==> src/rtl/bcd_serial_addsub.sv <==
// -----------------------------------------------------------------------------
// bcd_serial_addsub
//
// Multi-digit BCD adder/subtractor. It processes one decimal digit per clock,
// starting with the least significant digit, and uses a start/busy/done
// handshake.
//
// Each digit is computed with a 4-bit binary add. A +6 correction is applied
// when the 5-bit sum exceeds 9. For subtraction, the nine's complement of B is
// used and the carry chain starts at 1, which produces a ten's-complement
// result.
//
// Parameters
//   DIGITS   number of BCD digits per operand/result (DIGITS >= 1)
//
// Ports
//   clk      in   1         clock, rising edge
//   rst      in   1         asynchronous, active-high reset
//   start    in   1         request, sampled only in IDLE or DONE
//   sub      in   1         0: a+b, 1: a-b (latched with start)
//   a        in   4*DIGITS  operand A, digit k = a[4k+3:4k] (latched with start)
//   b        in   4*DIGITS  operand B, same layout (latched with start)
//   busy     out  1         high while digits are being processed
//   done     out  1         one-cycle pulse: sum/cout/invalid are final
//   sum      out  4*DIGITS  BCD result, held until the next accepted start
//   cout     out  1         add: decimal overflow; sub: 1 = no borrow (a>=b)
//   invalid  out  1         some latched digit of a or b was greater than 9
// -----------------------------------------------------------------------------
module bcd_serial_addsub #(
  parameter int DIGITS = 4
) (
  input  logic                clk,
  input  logic                rst,
  input  logic                start,
  input  logic                sub,
  input  logic [4*DIGITS-1:0] a,
  input  logic [4*DIGITS-1:0] b,
  output logic                busy,
  output logic                done,
  output logic [4*DIGITS-1:0] sum,
  output logic                cout,
  output logic                invalid
);

  localparam int W     = 4 * DIGITS;
  localparam int IDX_W = (DIGITS > 1) ? $clog2(DIGITS) : 1;
  localparam logic [IDX_W-1:0] LAST_IDX = IDX_W'(DIGITS - 1);

  typedef enum logic [1:0] {
    S_IDLE = 2'd0,
    S_RUN  = 2'd1,
    S_DONE = 2'd2
  } state_e;

  state_e           state_q;
  logic [IDX_W-1:0] idx_q;
  logic             carry_q;
  logic             busy_q;
  logic             done_q;
  logic [W-1:0]     sum_q;
  logic             cout_q;
  logic             invalid_q;

  // Operands latched on the accept edge
  logic [W-1:0]     a_q;
  logic [W-1:0]     b_q;
  logic             sub_q;

  // Per-digit datapath signals for the digit currently selected by idx_q
  logic             accept;
  logic [3:0]       a_dig;
  logic [3:0]       b_dig;
  logic [3:0]       b_eff;
  logic [4:0]       t_sum;
  logic             dc_d;
  logic [3:0]       sum_dig_d;

  // Returns 1 if any 4-bit digit of v is outside the range 0..9.
  function automatic logic has_non_bcd(input logic [W-1:0] v);
    logic flag;
    flag = 1'b0;
    for (int k = 0; k < DIGITS; k++) begin
      if (v[4*k +: 4] > 4'd9) flag = 1'b1;
    end
    return flag;
  endfunction

  assign accept = start && ((state_q == S_IDLE) || (state_q == S_DONE));

  // NOTE: every signal written in always_comb gets a default first so no latch is inferred.
  always_comb begin
    a_dig     = a_q[4*idx_q +: 4];
    b_dig     = b_q[4*idx_q +: 4];
    // The nine's complement of B wraps in 4 bits, so non-BCD digits stay deterministic.
    b_eff     = sub_q ? (4'd9 - b_dig) : b_dig;
    t_sum     = {1'b0, a_dig} + {1'b0, b_eff} + {4'b0000, carry_q};
    dc_d      = (t_sum > 5'd9);
    sum_dig_d = dc_d ? (t_sum[3:0] + 4'd6) : t_sum[3:0];
  end

  // NOTE: the operand registers carry no reset. They are only read after an accept edge
  // has loaded them, and keeping them out of the reset block avoids a reset-gated enable.
  always_ff @(posedge clk) begin
    if (accept) begin
      a_q   <= a;
      b_q   <= b;
      sub_q <= sub;
    end
  end

  // NOTE: sequential state uses non-blocking assignments only, so every register in this
  // block sees the pre-edge values of the others.
  always_ff @(posedge clk or posedge rst) begin
    if (rst) begin
      state_q   <= S_IDLE;
      idx_q     <= '0;
      carry_q   <= 1'b0;
      busy_q    <= 1'b0;
      done_q    <= 1'b0;
      sum_q     <= '0;
      cout_q    <= 1'b0;
      invalid_q <= 1'b0;
    end else begin
      case (state_q)
        S_IDLE, S_DONE: begin
          done_q <= 1'b0;
          if (accept) begin
            state_q   <= S_RUN;
            busy_q    <= 1'b1;
            idx_q     <= '0;
            // Subtraction seeds the chain with 1: nine's complement + 1 = ten's complement.
            carry_q   <= sub;
            sum_q     <= '0;
            cout_q    <= 1'b0;
            invalid_q <= has_non_bcd(a) | has_non_bcd(b);
          end else begin
            state_q <= S_IDLE;
            busy_q  <= 1'b0;
          end
        end

        S_RUN: begin
          sum_q[4*idx_q +: 4] <= sum_dig_d;
          carry_q             <= dc_d;
          if (idx_q == LAST_IDX) begin
            cout_q  <= dc_d;
            state_q <= S_DONE;
            busy_q  <= 1'b0;
            done_q  <= 1'b1;
          end else begin
            idx_q <= idx_q + 1'b1;
          end
        end

        default: begin
          state_q <= S_IDLE;
          busy_q  <= 1'b0;
          done_q  <= 1'b0;
        end
      endcase
    end
  end

  assign busy    = busy_q;
  assign done    = done_q;
  assign sum     = sum_q;
  assign cout    = cout_q;
  assign invalid = invalid_q;

endmodule

==> config.mk <==
export PLATFORM = sky130hd
export DESIGN_NAME = bcd_serial_addsub
export DESIGN_NICKNAME = d
export VERILOG_FILES = /design/src/rtl/bcd_serial_addsub.sv
export SDC_FILE = /design/constraint.sdc
export NUM_CORES = 1
export LEC_CHECK = 0
export ABC_AREA = 1
export ABC_CLOCK_PERIOD_IN_PS = 4300
export CAP_MARGIN = 20
export CORE_ASPECT_RATIO = 1.1
export CORE_MARGIN = 3
export CORE_UTILIZATION = 51
export DETAILED_ROUTE_END_ITERATION = 10
export PLACE_DENSITY_LB_ADDON = 0.25
export SETUP_SLACK_MARGIN = 0.02
export SLEW_MARGIN = 5
export SYNTH_ARGS = -nofsm -noshare
export SYNTH_HDL_FRONTEND = slang
export SYNTH_SLANG_ARGS = --single-unit
==> constraint.sdc <==
create_clock -name clk -period 4.3 [get_ports clk]
set_clock_uncertainty 0.05 [all_clocks]
set_input_delay 0.86 -clock clk [delete_from_list [all_inputs] [get_ports clk]]
set_output_delay 0.86 -clock clk [all_outputs]
set_load 0.01 [all_outputs]
Word-level counts from Yosys, hierarchy flattened --
Index checks and enable logic that the tools add are counted.
Storage, ports and cells: flip-flop bits (word level) 58, input bits 36, word-level logic and storage cells 79
Cells by class: add/subtract/negate cells 6, order comparisons 9, equal/unequal tests 6, shifts and indexed selects 4, mux-type cells 33, bitwise operators 1, reduce and logical (&&, ||, !) cells 9
Operators by type and width (count):
- negator 4 -> 34 bit | 1
- variable shift 4 x 34 -> 16 bit (first input constant) | 1
- variable part select 4 x 34 -> 16 bit | 1
- > comparator 4 bit (second input constant) | 8
- one-hot mux 16 bit (2 select lines) | 1
- variable part select 16 x 5 -> 4 bit | 2
- 2-to-1 mux 1 bit | 20
- bitwise mux 16 bit | 1
- 2-to-1 mux 16 bit | 1
- 2-to-1 mux 4 bit | 2
- one-hot mux 2 bit (2 select lines) | 2
- 2-to-1 mux 2 bit | 3
- != test 2 bit (second input constant) | 3
- one-hot mux 1 bit (2 select lines) | 3
- AND reduction 3 bit | 2
- adder 4 x 4 -> 5 bit | 1
- adder 5 x 1 -> 5 bit | 1
- > comparator 5 x 4 -> 1 bit (second input constant) | 1
- adder 4 x 3 -> 4 bit (second input constant) | 1
- equality test 2 bit (second input constant) | 2
- AND reduction 2 bit | 2
- subtractor 4 bit (first input constant) | 1
- adder 2 x 1 -> 2 bit (second input constant) | 1
- equality test 2 x 1 -> 1 bit (second input constant) | 1
- 6 further kinds | 6

Longest topological paths before layout --
Gate-level depths: netlist (run 1).
depth after elaboration 10, gate-level depth with buffers 21

Worst setup path after synthesis (run 1) --
No wires, ideal clock.
path type register to register, start reg idx_q[0], end reg sum_q[9] (netlist: sum[9]), arrival time 2907 ps, required time 4121 ps, slack 1215 ps, cell stages (with the launch flop) 19, buffers on the path 2, clock period less this slack 3085 ps, path through dfrtp_1 buf_4 clkinv_1 buf_2 nand2_1 a32o_1 fa_1 inv_1 fa_1 inv_1 ha_1 nand2_1 a21boi_2 nand2_2 nand2_4 nand2_2 nand2_2 nand3_1 o21ai_2
Between the ends: word-level cells in the longest chain between the ends 10, elaborated cells on any way between the ends 14, classes of those cells 5 x add/sub; 1 x order compare; 4 x shift; 4 x mux
RTL lines:
- start, declared | line 56 | logic [IDX_W-1:0] idx_q;
- start signal, assigned | line 151 | idx_q <= idx_q + 1'b1;
- variable part select 16 x 5 -> 4 bit | line 93 | b_dig = b_q[4*idx_q +: 4];
- subtractor 4 bit | line 95 | b_eff = sub_q ? (4'd9 - b_dig) : b_dig;
- 2-to-1 mux 4 bit | line 95
- adder 4 x 4 -> 5 bit | line 96 | t_sum = {1'b0, a_dig} + {1'b0, b_eff} + {4'b0000, carry_q};
- adder 5 x 1 -> 5 bit | line 96
- adder 4 x 3 -> 4 bit / > comparator 5 x 4 -> 1 bit (equally long branches) | line 98, 97
- 2-to-1 mux 4 bit | line 98 | sum_dig_d = dc_d ? (t_sum[3:0] + 4'd6) : t_sum[3:0];
- variable part select 4 x 34 -> 16 bit | line 143 | sum_q[4*idx_q +: 4] <= sum_dig_d;
- bitwise mux 16 bit * | line 143
- one-hot mux 16 bit (2 select lines) * | line 124 | case (state_q)
- end signal, assigned by index | line 143
- end, declared | line 60 | logic [W-1:0] sum_q;
Mark *: on every way between the ends. The rest lies on a longest branch, timed or not. A chain may end at the register's enable or synchronous reset.

Worst setup path in the final report (run 1) --
start reg idx_q[0], end reg sum_q[6] (netlist: sum[6])
Same word-level chain as after synthesis.

==> impl.org, run 1 <==
** Global routing
- Across every metal layer, demand over resource in global routing totals 20.14%.
- Number of global-route vias before repair :: 2073
- Most Crowded Layer GR :: met2
- Met1 track utilization from global routing :: 22.48%
- Entering global routing, the biggest net connects 35 pins.
- Initial antenna violation count :: 0
- Grt total ovfl :: 0
- In the global route stage, met3 resource usage came out at 6.174%.
- For met2 alone, demand over resource in global routing was 34.97%.
- The first global-routing pass estimated 9.032 mm of wire.

** Setup path
- The worst setup path is captured at a register.
- The worst setup path is launched from a register.
- Grouping stages by cell kind, the critical path spends the most delay in adder cells.
- Measured in cells, the most critical reg-to-reg path has a length of 17.
- Sum of buffers and inverters on the critical path :: 3
- Slowest stage cell, crit path :: dfrtp_1
- The critical path goes through clkinv_1, o21ai_0, o22ai_1, xnor2_1, fa_1, inv_1, fa_1, inv_1, ha_1, nand2_1, a21boi_2, nand2_2, nand2_4, nand2_2, nand2_2, nand4_1, nand2_1.
- Critical path arrival :: 3.87 ns
- On the worst path, the slowest cell contributes a delay of 0.54 ns.
- Stages on worst setup path :: 17
- Most frequent cell on the critical path :: nand2_2
- Critical path type :: register to register
- Data required time at the worst endpoint :: 4.47 ns
- Along the worst path, the maximum fanout reaches 20.

** Floorplanning
- The die is 75.44 um wide.
- Area of the die :: 6215 um^2
- Row count :: 27
- The floorplan step set the die height to 82.39 um.
- Initial Util :: 53.38%
- In this run the count of I/O pins placed on the die edge is 56.
- Core footprint :: 5067 um^2

** Place
- The congestion estimate from routability-driven global placement came to 0.8448.
- Post-detailed-placement half-perimeter wirelength :: 4.188 mm
- Number of port buffers :: 55
- After detailed placement, the total cell area comes to 3313 um^2.
- Placement-stage worst setup slack :: 0.6233 ns
- DP Cell Count :: 366

** Yosys
- The Yosys step of the flow raised 0 warnings.
- Number of distinct standard cells referenced by the synthesized netlist :: 37
- Synthesis handed over a netlist of 256 instances.
- Cell Area, Synth :: 2705 um^2
- Number of nets in the synthesized netlist :: 303
- After synthesis the netlist holds a flip-flop and latch count of 57.
- Synthesized area divided by synthesized cell count :: 10.57 um^2
- Fraction of the yosys area taken by sequential cells :: 58.83%

** STA
- Number of pins with negative max-slew slack in the final report :: 0
- For the final routed database, the setup TNS stands at 0 ns.
- Counting I/O delays and the setup requirement, the final critical path takes 3.701 ns.
- Headroom to the max-slew limit came out at 37.25%.
- The worst path meets setup with 0.5994 ns of slack.
- For the pin with the worst max-slew slack, the measured transition is 0.9402 ns.
- Setup repair after global routing left no endpoint under its margin.
- Highest clock frequency the design can meet :: 0.2702 GHz
- The final critical path takes up 86.06% of the cycle.
- Final Hold Vio Count :: 0
- Setup violations remaining at the end of the flow were counted as 0.

** Drt
- For this block, the via count after detailed routing is 2036.
- For this run, design rule violations remaining after detail routing come to 0.
- Antenna-violating nets left :: 0
- First-pass DRT Iterations :: 4
- Post-detailed-route via-to-cell ratio :: 5.330
- The detailed router finished its first iteration with 90 violations.
- After detailed routing, the total wire length is 5.461 mm.
- Routed len/inst :: 14.30 um

** Layout
- The top cell types in the final layout, fill and taps aside, are nand2_1, clkdlybuf4s50_1, edfxtp_1.
- Relative to the synthesized area, the layout overhead comes to 28.17%.
- The finished cells cover 3467 um^2.
- Most common cell after layout, fill and taps aside :: nand2_1
- The final layout contains 366 nets.
- Number of diodes :: 0
- Excluding fillers, the count of instances in the completed layout stands at 382.
- Of the cells placed in the final design, the portion with a size suffix greater than 1 is 10.49%.

** Power
- Largest vdd supply drop :: 0.5519 mV
- Total leakage power :: 0.001444 uW
- Total power density per cell area :: 870.2 nW/um^2
- Total Power :: 3017 uW

** Clock tree
- The clock passes through at most 2 buffers.
- CTS placed an instance of clkbuf_8 at the clock tree root.
- Num CTS Buffers :: 9
- In this run the number of H-tree levels came out at 3.
- Clock transition at the registers of the reported paths :: 0.06 ns
- Post-CTS repair changed the size of 0 cells.
- Clock tree from TritonCTS :: yes
- For the worst-skew pair, the clock arrives at the later sink with an insertion delay of 0.33 ns.
- CTS sink count :: 57
- Setup Buffers After CTS :: 0
- Hold buffer count at CTS :: 0

** Status
- Run status :: finished, final reports clean

** Min path
- The worst hold path was traced through 2 stages.
- Hold WC Path Type :: register to register

** Flow run
- Total of max-cap violations :: 0
-- registers in the layout (all words and copies together), names as in the netlist, 2 cells and up --
register / cells
a_q: 16
b_q: 16
sum: 16
idx_q: 2
state_q: 2
-- per-layer routing --
layer,vias to the layer above,wire length (um)
li1,1019,-
met1,945,2353
met2,57,2730
met3,15,226
met4,0,151
met5,-,0
-- layout make-up --
type,count,area (um^2)
fillers,419,1600
clock inverters,5,22.52
inverters,28,105.1
flip-flops and latches,57,1592
well taps,58,72.57
repair buffers,57,565.5
clock buffers,11,131.4
multi-input cells,166,978.4
-- worst reg2reg max path: stages, from the launching register on --
cell	delay [ns]
dfrtp_1	0.54
clkinv_1	0.50
o21ai_0	0.32
o22ai_1	0.12
xnor2_1	0.15
fa_1	0.36
inv_1	0.11
fa_1	0.45
inv_1	0.12
ha_1	0.20
nand2_1	0.05
a21boi_2	0.15
nand2_2	0.10
nand2_4	0.07
nand2_2	0.07
nand2_2	0.08
nand4_1	0.10
nand2_1	0.06
-- synthesized netlist by cell type (all sizes together) --
| cell | count | area [um^2] |
|---|---|---|
| a21boi | 2 | 18.77 |
| a21oi | 8 | 51.30 |
| a32o | 2 | 20.02 |
| a32oi | 2 | 17.52 |
| and2 | 1 | 6.260 |
| buf | 4 | 22.52 |
| clkbuf | 1 | 7.510 |
| clkinv | 1 | 3.750 |
| dfrtp | 24 | 600.6 |
| edfxtp | 33 | 991.0 |
| fa | 2 | 40.04 |
| ha | 9 | 112.6 |
| inv | 27 | 101.4 |
| nand2 | 64 | 265.3 |
| nand3 | 14 | 80.08 |
| nand3b | 1 | 7.510 |
| nand4 | 7 | 43.79 |
| nor2 | 14 | 62.56 |
| nor4 | 2 | 33.78 |
| o211ai | 1 | 7.510 |
| o21ai | 27 | 138.9 |
| o21bai | 2 | 15.01 |
| o22ai | 5 | 31.28 |
| o32ai | 1 | 8.760 |
| xnor2 | 2 | 17.52 |
-- worst paths after layout --
check	slack [ns]	start	endpoint
max	0.60	idx_q[0]	sum[6]
min	0.43	sum[2]	sum[2]
max reg2reg	0.60	idx_q[0]	sum[6]
min reg2reg	0.43	sum[2]	sum[2]
max in group asynchronous	2.63	rst	invalid
min in group asynchronous	0.99	rst	sum[6]
-- cells by family (layout without fill, tap and decap cells) --
kind of cell	after synthesis	after routing	share of synthesized area (%)
flip-flops	57	57	58.83
buffers and inverters	33	101	4.995
AO/OA/AOI/OAI	50	50	11.43
AND/OR/NAND/NOR	103	103	18.46
adder cells (fa/ha/maj)	11	11	5.643
XOR/XNOR	2	2	0.6477
-- through the flow --
stage	utilization, %	hold slack [ns]
floorplan	-	0.4586
global placement	65.38	0.4137
detailed placement	65.38	0.4197
CTS	68.42	0.4355
global route	68.42	0.4473
finish	68.42	0.4340
-- power breakdown --
group | switching (uW) | total [uW] | internal (uW)
Sequential | 66.9 | 790 | 723
Combinational | 1160 | 1830 | 672
Clock | 193 | 394 | 202
Note: power is estimated with default switching activity, not from simulation.
==> inputs of run 2 (changes only) <==
--- a/config.mk
+++ b/config.mk
@@ -8,9 +8,11 @@
 export ABC_AREA = 1
 export ABC_CLOCK_PERIOD_IN_PS = 4300
 export CAP_MARGIN = 20
+export CELL_PAD_IN_SITES_DETAIL_PLACEMENT = 1
+export CELL_PAD_IN_SITES_GLOBAL_PLACEMENT = 2
 export CORE_ASPECT_RATIO = 1.1
 export CORE_MARGIN = 3
-export CORE_UTILIZATION = 51
+export CORE_UTILIZATION = 32
 export DETAILED_ROUTE_END_ITERATION = 10
 export PLACE_DENSITY_LB_ADDON = 0.25
 export SETUP_SLACK_MARGIN = 0.02
==> impl.org, run 2 (synthesis gave the netlist of run 1 again) <==
** Power
- The switching component of the power was 1491 uW (was 1420 uW).
- Sw Ratio :: 46.96% (was 47.06%)
- The logic gate share of total power was 60.0% (was 60.7%).
- Total leakage power :: 0.001473 uW (was 0.001444 uW)
- The clock network fraction of design power was 15.5% (was 13.1%).
- Internal Power :: 1685 uW (was 1597 uW)
- Largest vdd supply drop :: 0.4064 mV (was 0.5519 mV)
- Sequential share of power :: 24.5% (was 26.2%)
- Total power density per cell area :: 885.1 nW/um^2 (was 870.2 nW/um^2)

** STA
- Highest clock frequency the design can meet :: 0.2772 GHz (was 0.2702 GHz)
- Total negative slack for setup checks :: 0 ns (unchanged)
- The count of endpoints failing hold in the final timing report was 0 (unchanged).
- RSZ-0062 raised after global routing :: no (unchanged)
- Post-layout min period :: 3.607 ns (was 3.701 ns)
- Number of pins with negative max-slew slack in the final report :: 0 (unchanged)
- The headroom to the max-slew limit was 63.09% (was 37.25%).
- The slew at the pin closest to its max-slew limit was 0.5531 ns (was 0.9402 ns).
- The final-report setup violation count was 0 (unchanged).
- Final period utilization :: 83.88% (was 86.06%)

** Drt
- The routed length per instance came to 14.79 um (was 14.30 um).
- First-pass DRT Iterations :: 4 (unchanged)
- Routed via count :: 2042 (was 2036)
- The total routed wirelength is 6.417 mm (was 5.461 mm).
- The number of design rule violations left after detail routing came to 0 (unchanged).
- The via density per instance is 4.705 (was 5.330).
- The residual antenna-violating net count after detailed routing was 0 (unchanged).
- The iteration-0 DRC count of the detailed router is 52 (was 90).

** Clock tree
- Clock transition at the registers of the reported paths :: 0.07 ns (was 0.06 ns)
- The clock tree from TritonCTS is yes (unchanged).
- The maximum clock path buffer count was 2 (unchanged).
- Num CTS Buffers :: 9 (unchanged)
- The CTS H-tree depth came to 3 (unchanged).
- Hold buffer count at CTS :: 0 (unchanged)
- Setup Buffers After CTS :: 0 (unchanged)
- The buffer type at the clock tree root was clkbuf_8 (unchanged).
- The insertion delay to the later sink of the worst-skew pair was 0.33 ns (about the same).
- The number of clock sinks is 57 (unchanged).
- The total of cells resized after clock tree synthesis was 0 (unchanged).

** Floorplanning
- The die width was 93.67 um (was 75.44 um).
- The number of placement rows came to 34 (was 27).
- The number of primary I/O pins came to 56 (unchanged).
- The standard cell core area came to 8083 um^2 (was 5067 um^2).
- The overall die area is 9594 um^2 (was 6215 um^2).
- Initial Util :: 33.47% (was 53.38%)
- The height of the chip is 102.4 um (was 82.39 um).

** Layout
- The number of fill cells was 909 (was 419).
- The number of non-filler instances in the completed layout is 434 (was 382).
- Post-route standard cell area excluding fillers :: 3588 um^2 (was 3467 um^2)
- Leading cell types in the layout, fill and taps excluded :: nand2_1, clkdlybuf4s50_1, edfxtp_1 (unchanged)
- The count of inserted antenna diode cells came to 0 (unchanged).
- Share of final-layout standard cells stronger than drive strength 1 :: 11.35% (was 10.49%)
- Net total in the final layout :: 368 (was 366)
- Most common cell after layout, fill and taps aside :: nand2_1 (unchanged)
- Area grow syn2layout :: 32.65% (was 28.17%)
- Total area of multi-input combinational cells :: 978.4 um^2 (unchanged)
- Register cell area after layout :: 1592 um^2 (unchanged)

** Place
- Post-detailed-placement half-perimeter wirelength :: 5.067 mm (was 4.188 mm)
- The number of buffers inserted by port buffering is 55 (unchanged).
- The placed cell count was 417 (was 366).
- The final weighted congestion in routability-driven placement was 0.7758 (was 0.8448).
- Placed cell areas :: 3383 um^2 (was 3313 um^2)

** Setup path
- Critical path arrival :: 3.81 ns (was 3.87 ns)
- The critical setup path kind is register to register (unchanged).
- The required time reported for the critical path endpoint was 4.50 ns (was 4.47 ns).
- The startpoint kind of the worst setup timing path is a register (unchanged).
- The maximum fanout encountered on the critical timing path is 15 (was 20).
- The type of destination of the critical path was a register (unchanged).

** Global routing
- Initial antenna violation count :: 0 (unchanged)
- Grt total ovfl :: 0 (unchanged)
- Number of global-route vias before repair :: 2213 (was 2073)
- The maximum number of pins on one net before global-route repair is 27 (was 35).
- The global-route wire length before repair is 10.61 mm (was 9.032 mm).
- Global-route total usage across every layer :: 14.50% (was 20.14%)

** Status
- Run status: finished, final reports clean (unchanged).

** Min path
- Hold WC Path Type :: register to register (unchanged)

** Flow run
- Total of max-cap violations :: 0 (unchanged)
==> run 2: power groups by stage <==
stage	Combinational [uW]	Clock (uW)	Sequential, uW
floorplan	1390	0	804
global placement	1900	0	789
detailed placement	1950	0	793
CTS	1950	506	782
global route	2180	533	792
finish	1900	492	779
==> run 2: area by class of cell <==
type	count	share of cell area, %
multi-input cells	166	27.27
repair buffers	59	16.39
well taps	108	3.766
inverters	28	2.929
clock buffers	13	4.149
clock inverters	3	1.151
flip-flops and latches	57	44.35
==> run 2: path summary, 6_finish.rpt <==
| path | slack [ns] | from | to | cells after the start |
|---|---|---|---|---|
| worst max-delay path | 0.69 | idx_q[1] | sum[9] | 20 |
| worst min-delay path | 0.42 | busy | busy | 2 |
| worst max register to register | 0.69 | idx_q[1] | sum[9] | 20 |
| worst min register to register | 0.42 | busy | busy | 2 |
| min in group asynchronous | 0.83 | rst | cout | 2 |
| max in group asynchronous | 2.88 | rst | sum[3] | 3 |
==> run 2: critical path, stage by stage, from the launching register on <==
cell and delay [ns]:
dfrtp_1 0.46, inv_1 0.40, a21oi_1 0.10, a32oi_1 0.39, inv_1 0.10, ha_1 0.29, nand2_1 0.06, o21ai_0 0.11
ha_1 0.37, inv_1 0.08, nand2_1 0.08, nand2_2 0.07, ha_1 0.23, nand2_1 0.06, a21boi_2 0.17, nand2_2 0.10
nand2_4 0.09, nand2_2 0.05, nand2_2 0.09, nand3_1 0.10, o21ai_2 0.07
==> run 2: routing by layer <==
metal / vias up / wire [um] / GRT usage, %
li1: 1012 / - / -
met1: 969 / 2835 / 16.74
met3: 8 / 275 / 3.682
met4: 0 / 93 / 5.000
met5: - / 0 / 0
met2: 53 / 3213 / 26.18
==> run 2: metrics by stage <==
step / power (uW) / hold slack, ns / utilization [%] / setup slack [ns]
6_report: 3176 / 0.4221 / 44.40 / 0.6930
2_1_floorplan: 2195 / 0.4586 / - / 1.215
5_1_grt: 3504 / 0.4672 / 44.40 / 0.3206
3_3_place_gp: 2686 / 0.4110 / 41.86 / 0.7846
3_5_place_dp: 2740 / 0.4147 / 41.86 / 0.6695
4_1_cts: 3242 / 0.4294 / 44.21 / 0.6423
==> inputs of run 3 (changes only) <==
--- a/config.mk
+++ b/config.mk
@@ -6,7 +6,7 @@
 export NUM_CORES = 1
 export LEC_CHECK = 0
 export ABC_AREA = 1
-export ABC_CLOCK_PERIOD_IN_PS = 4300
+export ABC_CLOCK_PERIOD_IN_PS = 3550
 export CAP_MARGIN = 20
 export CELL_PAD_IN_SITES_DETAIL_PLACEMENT = 1
 export CELL_PAD_IN_SITES_GLOBAL_PLACEMENT = 2
==> constraint.sdc (replaced) <==
create_clock -name clk -period 3.55 [get_ports clk]
set_clock_uncertainty 0.05 [all_clocks]
set_input_delay 0.71 -clock clk [delete_from_list [all_inputs] [get_ports clk]]
set_output_delay 0.71 -clock clk [all_outputs]
set_load 0.01 [all_outputs]
==> impl.org, run 3 (synthesis gave the netlist of run 1 again) <==
** Status
- Run status: finished, final reports clean (unchanged).

** Drt
- The detailed-router iteration count before antenna repair was 4 (unchanged).
- The number of vias after detailed routing came to 2077 (was 2042).
- Routed len/inst :: 14.80 um (was 14.79 um)
- Iteration-0 DRC Markers :: 87 (was 52)
- The total routed wirelength is 6.481 mm (was 6.417 mm).
- The via density per instance came to 4.742 (was 4.705).
- DRC Markers :: 0 (unchanged)
- The residual antenna-violating net count after detailed routing is 0 (unchanged).

** STA
- The final-report setup violation count came to 0 (unchanged).
- Highest clock frequency the design can meet :: 0.3111 GHz (was 0.2772 GHz)
- Relative slew slack :: 63.70% (was 63.09%)
- Final period utilization :: 90.55% (was 83.88%)
- Post-layout min period :: 3.215 ns (was 3.607 ns)
- The total count of max-transition violations in the final report came to 0 (unchanged).
- The post-route setup TNS is 0 ns (unchanged).
- The count of endpoints failing hold in the final timing report was 0 (unchanged).
- Final setup slack of the worst path :: 0.3354 ns (was 0.6930 ns)
- RSZ-0062 raised after global routing :: no (unchanged)
- Transition time of the tightest slew-check pin :: 0.5388 ns (was 0.5531 ns)

** Clock tree
- Num CTS Buffers :: 9 (unchanged)
- Hold buffer count at CTS :: 0 (unchanged)
- Setup Buffers After CTS :: 0 (unchanged)
- CTS Root Buffer Type :: clkbuf_8 (unchanged)
- The maximum clock path buffer count was 2 (unchanged).
- CTS sink count :: 57 (unchanged)
- Clock Latency Late Sink :: 0.33 ns (about the same)
- Clock tree from TritonCTS :: yes (unchanged)
- The CTS H-tree depth is 3 (unchanged).
- The clock-pin slew reported for the worst setup and hold paths after clock tree synthesis came to 0.07 ns (about the same).
- The total of cells resized after clock tree synthesis came to 0 (unchanged).

** Flow run
- The count of max-cap constraint violations was 0 (unchanged).

** Setup path
- The critical setup path kind was register to register (unchanged).
- Critical path arrival :: 3.43 ns (was 3.81 ns)
- The required time reported for the critical path endpoint is 3.76 ns (was 4.50 ns).
- Critical path startpoint category :: register (unchanged)
- The type of destination of the critical path is a register (unchanged).
- Highest fanout seen on the critical path :: 13 (was 15)

** Layout
- Share of final-layout standard cells stronger than drive strength 1 :: 13.03% (was 11.35%)
- The number of fill cells was 922 (was 909).
- Final Instance Count excl. Fillers :: 438 (was 434)
- The net total in the final layout was 372 (was 368).
- Leading cell types in the layout, fill and taps excluded: nand2_1, clkdlybuf4s50_1, edfxtp_1 (unchanged).
- Most common cell after layout, fill and taps aside :: nand2_1 (unchanged)
- The count of inserted antenna diode cells was 0 (unchanged).
- Total area of multi-input combinational cells :: 978.4 um^2 (unchanged)
- Register cell area after layout :: 1592 um^2 (unchanged)
- The area overhead of the layout relative to synthesis came to 33.95% (was 32.65%).

** Floorplanning
- The height of the chip came to 102.4 um (unchanged).
- The effective utilization at floorplan is 33.47% (unchanged).
- The standard cell core area is 8083 um^2 (unchanged).
- Row count :: 34 (unchanged)
- Die width :: 93.67 um (unchanged)
- I/O pin total :: 56 (unchanged)
- The overall die area came to 9594 um^2 (unchanged).

** Place
- The final weighted congestion in routability-driven placement is 0.8042 (was 0.7758).
- The number of buffers inserted by port buffering is 55 (unchanged).
- DP Cell Count :: 421 (was 417)
- The placed wire-length estimate after detailed placement is 5.128 mm (was 5.067 mm).
- Placement-stage worst setup slack :: 0.3129 ns (was 0.6695 ns)

** Global routing
- Initial antenna violation count :: 0 (unchanged)
- Global-route wire length before repair :: 11.01 mm (was 10.61 mm)
- The via count of the first global-routing pass was 2313 (was 2213).
- Grt total ovfl :: 0 (unchanged)
- Global-route total usage across every layer :: 15.09% (was 14.50%)
- The maximum number of pins on one net before global-route repair was 27 (unchanged).

** Power
- The worst-case vdd ir drop came to 0.4002 mV (was 0.4064 mV).
- Total leakage power :: 0.001487 uW (was 0.001473 uW)
- The areal power density over the cells came to 1072 nW/um^2 (was 885.1 nW/um^2).

** Min path
- Hold WC Path Type :: register to register (unchanged)
-- run 3: worst paths after layout --
path,from,to,slack [ns],cells past startpoint
min reg2reg,busy,busy,0.43,2
max,idx_q[0],sum[7],0.34,16
min,busy,busy,0.43,2
min in group asynchronous,rst,busy,0.66,2
max in group asynchronous,rst,sum[8],2.32,3
max reg2reg,idx_q[0],sum[7],0.34,16
-- run 3: critical path, stage by stage (launching register included) --
cell and delay, ns:
dfrtp_1 0.41, clkinvlp_4 0.23, o21ai_0 0.21, o22ai_1 0.10, xnor2_1 0.15, fa_1 0.36
inv_1 0.11, fa_1 0.46, inv_1 0.12, ha_1 0.20, nand2_1 0.06, a21boi_2 0.15
nand2_2 0.10, nand2_4 0.08, nand2_2 0.08, nand4_1 0.11, o21bai_1 0.14
-- run 3: through the flow --
| step | utilization, % | hold slack, ns | cell area [um^2] | total power (uW) |
|---|---|---|---|---|
| after floorplan | - | 0.4586 | 2705 | 2658 |
| after CTS | 44.55 | 0.4329 | 3601 | 3948 |
| after global placement | 42.23 | 0.4137 | 3413 | 3277 |
| after detailed placement | 42.23 | 0.4161 | 3413 | 3349 |
| after global routing | 44.83 | 0.4706 | 3623 | 4271 |
| final | 44.83 | 0.4251 | 3623 | 3886 |
-- run 3: report_power, final --
| group | internal (uW) | switching, uW |
|---|---|---|
| sequential | 875 | 63.8 |
| clock | 323 | 262 |
| combinational | 856 | 1510 |
| total | 2050 | 1830 |
-- run 3: layout make-up --
| cell class | instances | share of cell area [%] |
|---|---|---|
| repair buffers | 63 | 17.16 |
| multi-input cells | 166 | 27.00 |
| clock inverters | 5 | 1.554 |
| clock buffers | 11 | 3.626 |
| inverters | 28 | 3.004 |
| well taps | 108 | 3.729 |
| flip-flops and latches | 57 | 43.92 |
-- run 3: routing by layer --
metal / GRT usage, % / wire length [um] / vias to the layer above
li1: - / - / 1022
met1: 17.57 / 2777 / 983
met2: 26.18 / 3279 / 60
met3: 3.903 / 312 / 12
met4: 6.889 / 112 / 0
met5: 0 / 0 / -
